## src/rtl/nr_alu.sv

```systemverilog
// nanoRisk registered 8-bit ALU with an independent registered address/PC adder.
// All outputs are registered: one cycle latency, held while en is low.
module nr_alu #(
    parameter int WIDTH = 8
) (
    input  logic             clk,
    input  logic             rst_n,
    input  logic             en,
    input  logic [WIDTH-1:0] in0,
    input  logic [WIDTH-1:0] in1,
    input  logic [3:0]       alo,
    input  logic [WIDTH-1:0] add_a,
    input  logic [WIDTH-1:0] add_b,
    output logic [WIDTH-1:0] out0,
    output logic             zero,
    output logic [1:0]       ovrflw,
    output logic [WIDTH-1:0] add_out
);

    localparam int SHW = $clog2(WIDTH);
    localparam logic [WIDTH-1:0] ONE = WIDTH'(1);

    typedef enum logic [3:0] {
        OP_ADD  = 4'd0,
        OP_SUB  = 4'd1,
        OP_AND  = 4'd2,
        OP_OR   = 4'd3,
        OP_XOR  = 4'd4,
        OP_NOT  = 4'd5,
        OP_SLL  = 4'd6,
        OP_SRL  = 4'd7,
        OP_SRA  = 4'd8,
        OP_SLT  = 4'd9,
        OP_SLTU = 4'd10,
        OP_PASS = 4'd11,
        OP_INC  = 4'd12,
        OP_DEC  = 4'd13
    } op_e;

    logic [WIDTH-1:0] r_out0;
    logic             r_zero;
    logic [1:0]       r_ovrflw;
    logic [WIDTH-1:0] r_addOut;

    logic [WIDTH-1:0] w_opB;
    logic [WIDTH:0]   w_sum;
    logic [WIDTH:0]   w_diff;
    logic [SHW-1:0]   w_shamt;
    logic [WIDTH-1:0] w_result;
    logic [1:0]       w_flags;
    logic [WIDTH-1:0] w_addSum;

    // INC/DEC reuse the ADD/SUB datapath with operand B forced to one.
    always_comb begin
        w_opB    = ((alo == OP_INC) || (alo == OP_DEC)) ? ONE : in1;
        w_sum    = {1'b0, in0} + {1'b0, w_opB};
        w_diff   = {1'b0, in0} - {1'b0, w_opB};
        w_shamt  = in1[SHW-1:0];
        w_result = '0;
        w_flags  = 2'b00;
        case (op_e'(alo))
            OP_ADD, OP_INC: begin
                w_result = w_sum[WIDTH-1:0];
                w_flags  = {(in0[WIDTH-1] == w_opB[WIDTH-1]) && (w_sum[WIDTH-1] != in0[WIDTH-1]),
                            w_sum[WIDTH]};
            end
            OP_SUB, OP_DEC: begin
                w_result = w_diff[WIDTH-1:0];
                w_flags  = {(in0[WIDTH-1] != w_opB[WIDTH-1]) && (w_diff[WIDTH-1] != in0[WIDTH-1]),
                            w_diff[WIDTH]};
            end
            OP_AND:  w_result = in0 & in1;
            OP_OR:   w_result = in0 | in1;
            OP_XOR:  w_result = in0 ^ in1;
            OP_NOT:  w_result = ~in0;
            OP_SLL:  w_result = in0 << w_shamt;
            OP_SRL:  w_result = in0 >> w_shamt;
            OP_SRA:  w_result = $unsigned($signed(in0) >>> w_shamt);
            OP_SLT:  w_result = {{(WIDTH-1){1'b0}}, $signed(in0) < $signed(in1)};
            OP_SLTU: w_result = {{(WIDTH-1){1'b0}}, in0 < in1};
            OP_PASS: w_result = in1;
            default: w_result = '0;
        endcase
        w_addSum = add_a + add_b;
    end

    always_ff @(posedge clk or negedge rst_n) begin
        if (!rst_n) begin
            r_out0   <= '0;
            r_zero   <= 1'b1;
            r_ovrflw <= 2'b00;
            r_addOut <= '0;
        end else if (en) begin
            r_out0   <= w_result;
            r_zero   <= (w_result == '0);
            r_ovrflw <= w_flags;
            r_addOut <= w_addSum;
        end
    end

    assign out0    = r_out0;
    assign zero    = r_zero;
    assign ovrflw  = r_ovrflw;
    assign add_out = r_addOut;

endmodule

```

## config.mk

```make
export PLATFORM = sky130hd
export DESIGN_NAME = nr_alu
export DESIGN_NICKNAME = d
export VERILOG_FILES = /design/src/rtl/nr_alu.sv
export SDC_FILE = /design/constraint.sdc
export NUM_CORES = 1
export LEC_CHECK = 0
export ABC_AREA = 0
export BUFFER_PORTS_ARGS = -buffer_cell sky130_fd_sc_hd__buf_2
export CAP_MARGIN = 15
export CELL_PAD_IN_SITES_DETAIL_PLACEMENT = 1
export CELL_PAD_IN_SITES_GLOBAL_PLACEMENT = 1
export CORE_UTILIZATION = 40
export CTS_BUF_LIST = sky130_fd_sc_hd__clkbuf_2
export DETAILED_ROUTE_END_ITERATION = 10
export PLACE_DENSITY_LB_ADDON = 0.1
export SKIP_CTS_REPAIR_TIMING = 1
export SYNTH_ARGS = -nofsm -noshare
export SYNTH_HDL_FRONTEND = slang
export SYNTH_SLANG_ARGS = --single-unit
```

## constraint.sdc

```tcl
create_clock -name clk -period 1.01 [get_ports clk]
set_input_delay 0.1515 -clock clk [delete_from_list [all_inputs] [get_ports clk]]
set_output_delay 0.1515 -clock clk [all_outputs]
set_load 0.02 [all_outputs]
```

==> results <==
- The initial DRC count is a little under 500.
- The buffer cell driving the clock tree root is sky130_fd_sc_hd__clkbuf_2.
- After synthesis the netlist holds a flip-flop and latch count of 19.
- The number of hold violations in the final report is 0.
- STA classifies the critical path endpoint as a flop.
- The type of the worst setup path is primary input to flop.
- Summed over all layers, the routed wires come to approximately 21000 µm.
- Setup slack on the critical path of the routed design comes to -1590 ps.
- The max-slew violation count is 0.
- During synthesis, Yosys emitted a total of 0 warnings.
- The cell area after placement is between 0.005 and 0.006 mm².
- The average cell area after synthesis is 8.01 µm².
- Setup repair after global routing could not meet its margin everywhere.
- The final period utilization is 257%.
- In this run the number of H-tree levels came out at 1.
- The number of global-route vias before repair came to 4487.
- The minimum clock period is 2600 ps.
- The clock drives 19 sinks.
- The analysis attributes to cell leakage a power of 2.78 nW.
- Fill cells in the final layout number between 900 and 1000.
- The total placed cells including tap cells is 718.
- The number of ports placed on the die boundary is 58.
- The starting density of the core is 41.9%.
- The count of cells along the worst hold path is 3.
- After detailed routing, the number of vias per cell comes to 6.43.
- The number of nets with antenna violations after detailed routing is 0.
- The area used by sequential logic in the layout is 477 µm².
- For this run, asynchronously set or reset flops after synthesis account for 100%.
- The worst hold-check slack is 151 ps.
- The part of the power in the clock network is 7.3%.
- The number of standard-cell rows in the floorplan is 33.
- The synthesized netlist occupies a cell area of 0.00348 mm².
- The critical path required time is 1290 ps.
- The internal power summed over all cells is between 0.002 and 0.003 W.
- The share of cells above drive strength 1 is 51.8%.
- The transition time at the pin with the least slew margin is 572 ps.
- The CTS tree is built.
- The class of the most critical hold timing path is primary input to flop.
- Setup violations remaining at the end of the flow were counted as 36.
- Data arrives at the worst endpoint at 2870 ps.
- The most used flip-flop cell after synthesis is sky130_fd_sc_hd__dfrtp_1.
- Measured along the y axis, the die boundary spans 95.3 µm.
- The post-place setup slack is -1900 ps.
- The clock transition at the registers of the reported paths is ~220 ps.
- The total overflow left after global routing is 0.
- The number of synthesized flops with an enable pin is 0.
- The final layout contains 734 nets.
- The flow ran to the end, but the final reports show violations.
- Per report_power, the combinational group accounts for 72.1% of the total.
- Synthesis handed over a netlist of 434 instances.
- Max-cap violations in this run came to 0.
- The maximum clock skew at final layout is 0 ps.
- The total global routing track utilization is 33.0%.
- The slowest stage of the critical path belongs to the cell sky130_fd_sc_hd__a31oi_2.
- The highest achievable clock rate is 385 MHz.
- The post-synthesis sequential area ratio is 13.7%.
- The distinct cell type count after synthesis is 73.
- The post-layout instance area is just under 0.006 mm².
- The number of antenna violations at the first check in global routing came to 0.
- The area of the placeable core is 0.00830 mm².
- For this block, the via count after detailed routing is 4759.
- The worst-case clock buffer depth is 2.
- The peak supply drop is 0.420 mV.
- Compared with the post-synthesis result, the final layout area differs by 66.2%.
- The count of inserted antenna diode cells is 0.
- The sum of negative setup slack is -17610 ps.
- The die is between 90 and 100 µm wide.
- The floorplan step defined a die boundary enclosing 0.00907 mm².
- The later pin in the worst-skew pair is clocked with a latency of about 330 ps.
- The final weighted congestion in routability-driven placement is 0.927.
- The number of cells on the worst reg-to-reg path is 3.
- The average wire length per cell after detail routing is about 28 µm.
- The switching part of the total power is 45.7%.
- The multi-input combinational cells in the finished layout cover a total of 0.00321 mm².
- In this run the tightest slew margin relative to its limit is ~62%.
- The sequential fraction of design power is 20.6%.
- The power density normalized to cell area is slightly below 900 mW/mm².
- Of all nets on the critical path, the largest fanout is 6.
- The first global-routing pass estimated approximately 23000 µm of wire.
- After legalization and detailed placement, the total HPWL measured between 10000 and 15000 µm.
- The power spent charging and discharging nets is 0.00228 W.
- Traced cell by cell, the critical path runs through buf_8, ha_4, nand2b_4, buf_4, nand2_2, ha_1, buf_4, a21o_1, a31oi_2, xnor2_1, a21oi_1, a31oi_2, o41ai_2.
- The maximum number of pins on one net before global-route repair is 23.
- Once layout is complete, the cells apart from fillers number 740.
- The post-synth net total is 532.
- STA classifies the critical path startpoint as a primary input.
- The checks that failed: setup timing.
- The number of port buffers is 57.
- The DRC violation count after routing is 0.
- The iteration count of the initial detailed-routing pass is 5.
- The maximum single-stage delay on the critical path is 400 ps.
- The number of clock buffers inserted by TritonCTS is 3.
[routing by layer]
| layer | part of all wire [%] | vias up | wire, µm | global-route usage, % |
|---|---|---|---|---|
| met5 | 0 | - | 0 | 0 |
| met2 | 47 | 369 | 9930 | 58.6 |
| met1 | 35 | 2301 | 7380 | 38.6 |
| li1 | - | 1952 | - | - |
| met4 | 8.1 | 0 | 1700 | 19.1 |
| met3 | 9.3 | 137 | 1940 | 3.03 |
[path summary, 6_finish.rpt]
check | start | endpoint | slack (ps)
worst max-delay path | alo[2] | zero | -1590
worst min-delay path | add_a[0] | add_out[0] | 150
worst max register to register | ovrflw[0] | ovrflw[0] | 30
worst min register to register | zero | zero | 580
max in group asynchronous | rst_n | zero | 390
min in group asynchronous | rst_n | out0[4] | 270
[registers in the layout (all words and copies together), names as in the netlist]
register / count
zero: 1
out0: 8
add_out: 8
ovrflw: 2
[cells in the mapped netlist (3+ instances only)]
cell / instances / area share (%)
sky130_fd_sc_hd__ha_1: 56 / 20
sky130_fd_sc_hd__nand2_1: 43 / 4.6
sky130_fd_sc_hd__inv_1: 41 / 4.4
sky130_fd_sc_hd__a21oi_1: 27 / 3.9
sky130_fd_sc_hd__o21ai_0: 26 / 3.7
sky130_fd_sc_hd__nor2_1: 22 / 2.4
sky130_fd_sc_hd__dfrtp_1: 18 / 13
sky130_fd_sc_hd__mux2_2: 14 / 4.5
sky130_fd_sc_hd__nor3_1: 12 / 1.7
sky130_fd_sc_hd__buf_2: 11 / 1.6
sky130_fd_sc_hd__nor2b_1: 10 / 1.8
sky130_fd_sc_hd__xnor2_1: 10 / 2.5
sky130_fd_sc_hd__mux2i_1: 9 / 2.6
sky130_fd_sc_hd__nand2b_1: 9 / 1.6
sky130_fd_sc_hd__a21o_1: 6 / 1.3
sky130_fd_sc_hd__a31oi_1: 6 / 1.1
sky130_fd_sc_hd__clkbuf_1: 6 / 0.65
sky130_fd_sc_hd__o31ai_1: 6 / 1.3
sky130_fd_sc_hd__a211oi_1: 5 / 1.1
sky130_fd_sc_hd__and2_1: 5 / 0.90
sky130_fd_sc_hd__nand3_1: 5 / 0.72
sky130_fd_sc_hd__o2111ai_1: 5 / 1.3
sky130_fd_sc_hd__o21bai_1: 5 / 1.1
sky130_fd_sc_hd__and3_1: 4 / 0.72
sky130_fd_sc_hd__buf_4: 4 / 0.86
sky130_fd_sc_hd__mux4_2: 4 / 2.6
sky130_fd_sc_hd__xor2_1: 4 / 1.0
sky130_fd_sc_hd__a221oi_1: 3 / 0.76
sky130_fd_sc_hd__fa_1: 3 / 1.7
sky130_fd_sc_hd__nor4_1: 3 / 0.54
sky130_fd_sc_hd__o211ai_1: 3 / 0.65
[worst max-delay path: cells and delay by family]
family,cells,cell delay [ps]
AO/OA/AOI/OAI,5,1410
adder cells (fa/ha/maj),2,480
buffers and inverters,3,450
AND/OR/NAND/NOR,2,240
XOR/XNOR,1,110
[cell type report]
cell class / count / share of cell area [%]
inverter: 42 / 2.81
clock buffer: 3 / 0.260
tap: 105 / 2.27
timing repair buffer: 221 / 30.7
sequential: 19 / 8.25
multi-input combinational: 349 / 55.6
clock inverter: 1 / 0.0866
[power by group through the flow]
stage / sequential, W / combinational, W / clock, W
finish: 0.00103 / 0.00360 / 0.000367
global route: 0.00104 / 0.00374 / 0.000381
CTS: 0.000979 / 0.00272 / 0.000352
detailed placement: 0.000996 / 0.00270 / 0
global placement: 0.000980 / 0.00257 / 0
floorplan: 0.00116 / 0.00127 / 0
[placed cells by master, fill, tap and decap left out, types with 5 or more instances in the layout]
| cell type | count |
|---|---|
| sky130_fd_sc_hd__buf_6 | 36 |
| sky130_fd_sc_hd__buf_2 | 33 |
| sky130_fd_sc_hd__a21o_1 | 6 |
| sky130_fd_sc_hd__mux2i_1 | 9 |
| sky130_fd_sc_hd__o21ai_0 | 21 |
| sky130_fd_sc_hd__buf_4 | 145 |
| sky130_fd_sc_hd__dfrtp_1 | 18 |
| sky130_fd_sc_hd__ha_4 | 13 |
| sky130_fd_sc_hd__mux2_4 | 8 |
| sky130_fd_sc_hd__nor2_1 | 21 |
| sky130_fd_sc_hd__nor3_1 | 7 |
| sky130_fd_sc_hd__a21oi_1 | 17 |
| sky130_fd_sc_hd__nand2b_1 | 8 |
| sky130_fd_sc_hd__nand2_1 | 37 |
| sky130_fd_sc_hd__mux2_2 | 6 |
| sky130_fd_sc_hd__ha_1 | 42 |
| sky130_fd_sc_hd__a21oi_2 | 9 |
| sky130_fd_sc_hd__nor3_2 | 5 |
| sky130_fd_sc_hd__inv_2 | 7 |
| sky130_fd_sc_hd__nor2b_1 | 8 |
| sky130_fd_sc_hd__and2_1 | 5 |
| sky130_fd_sc_hd__inv_1 | 33 |
| sky130_fd_sc_hd__o21bai_1 | 5 |
| sky130_fd_sc_hd__xnor2_1 | 8 |
[metrics by stage]
| stage | power (W) | utilization, % |
|---|---|---|
| floorplan | 0.00243 | - |
| global placement | 0.00355 | 61.5 |
| detailed placement | 0.00370 | 61.5 |
| CTS | 0.00405 | 61.7 |
| global route | 0.00516 | 69.6 |
| finish | 0.00500 | 69.6 |
[logic make-up after synthesis]
kind of cell | after synthesis | share of synthesized area (%)
XOR/XNOR | 14 | 3.52
AND/OR/NAND/NOR | 128 | 18.6
buffers and inverters | 66 | 8.38
AO/OA/AOI/OAI | 120 | 23.8
multiplexers | 28 | 10.1
adder cells (fa/ha/maj) | 59 | 21.9
flip-flops | 19 | 13.7
Note: power is estimated with default switching activity, not from simulation.
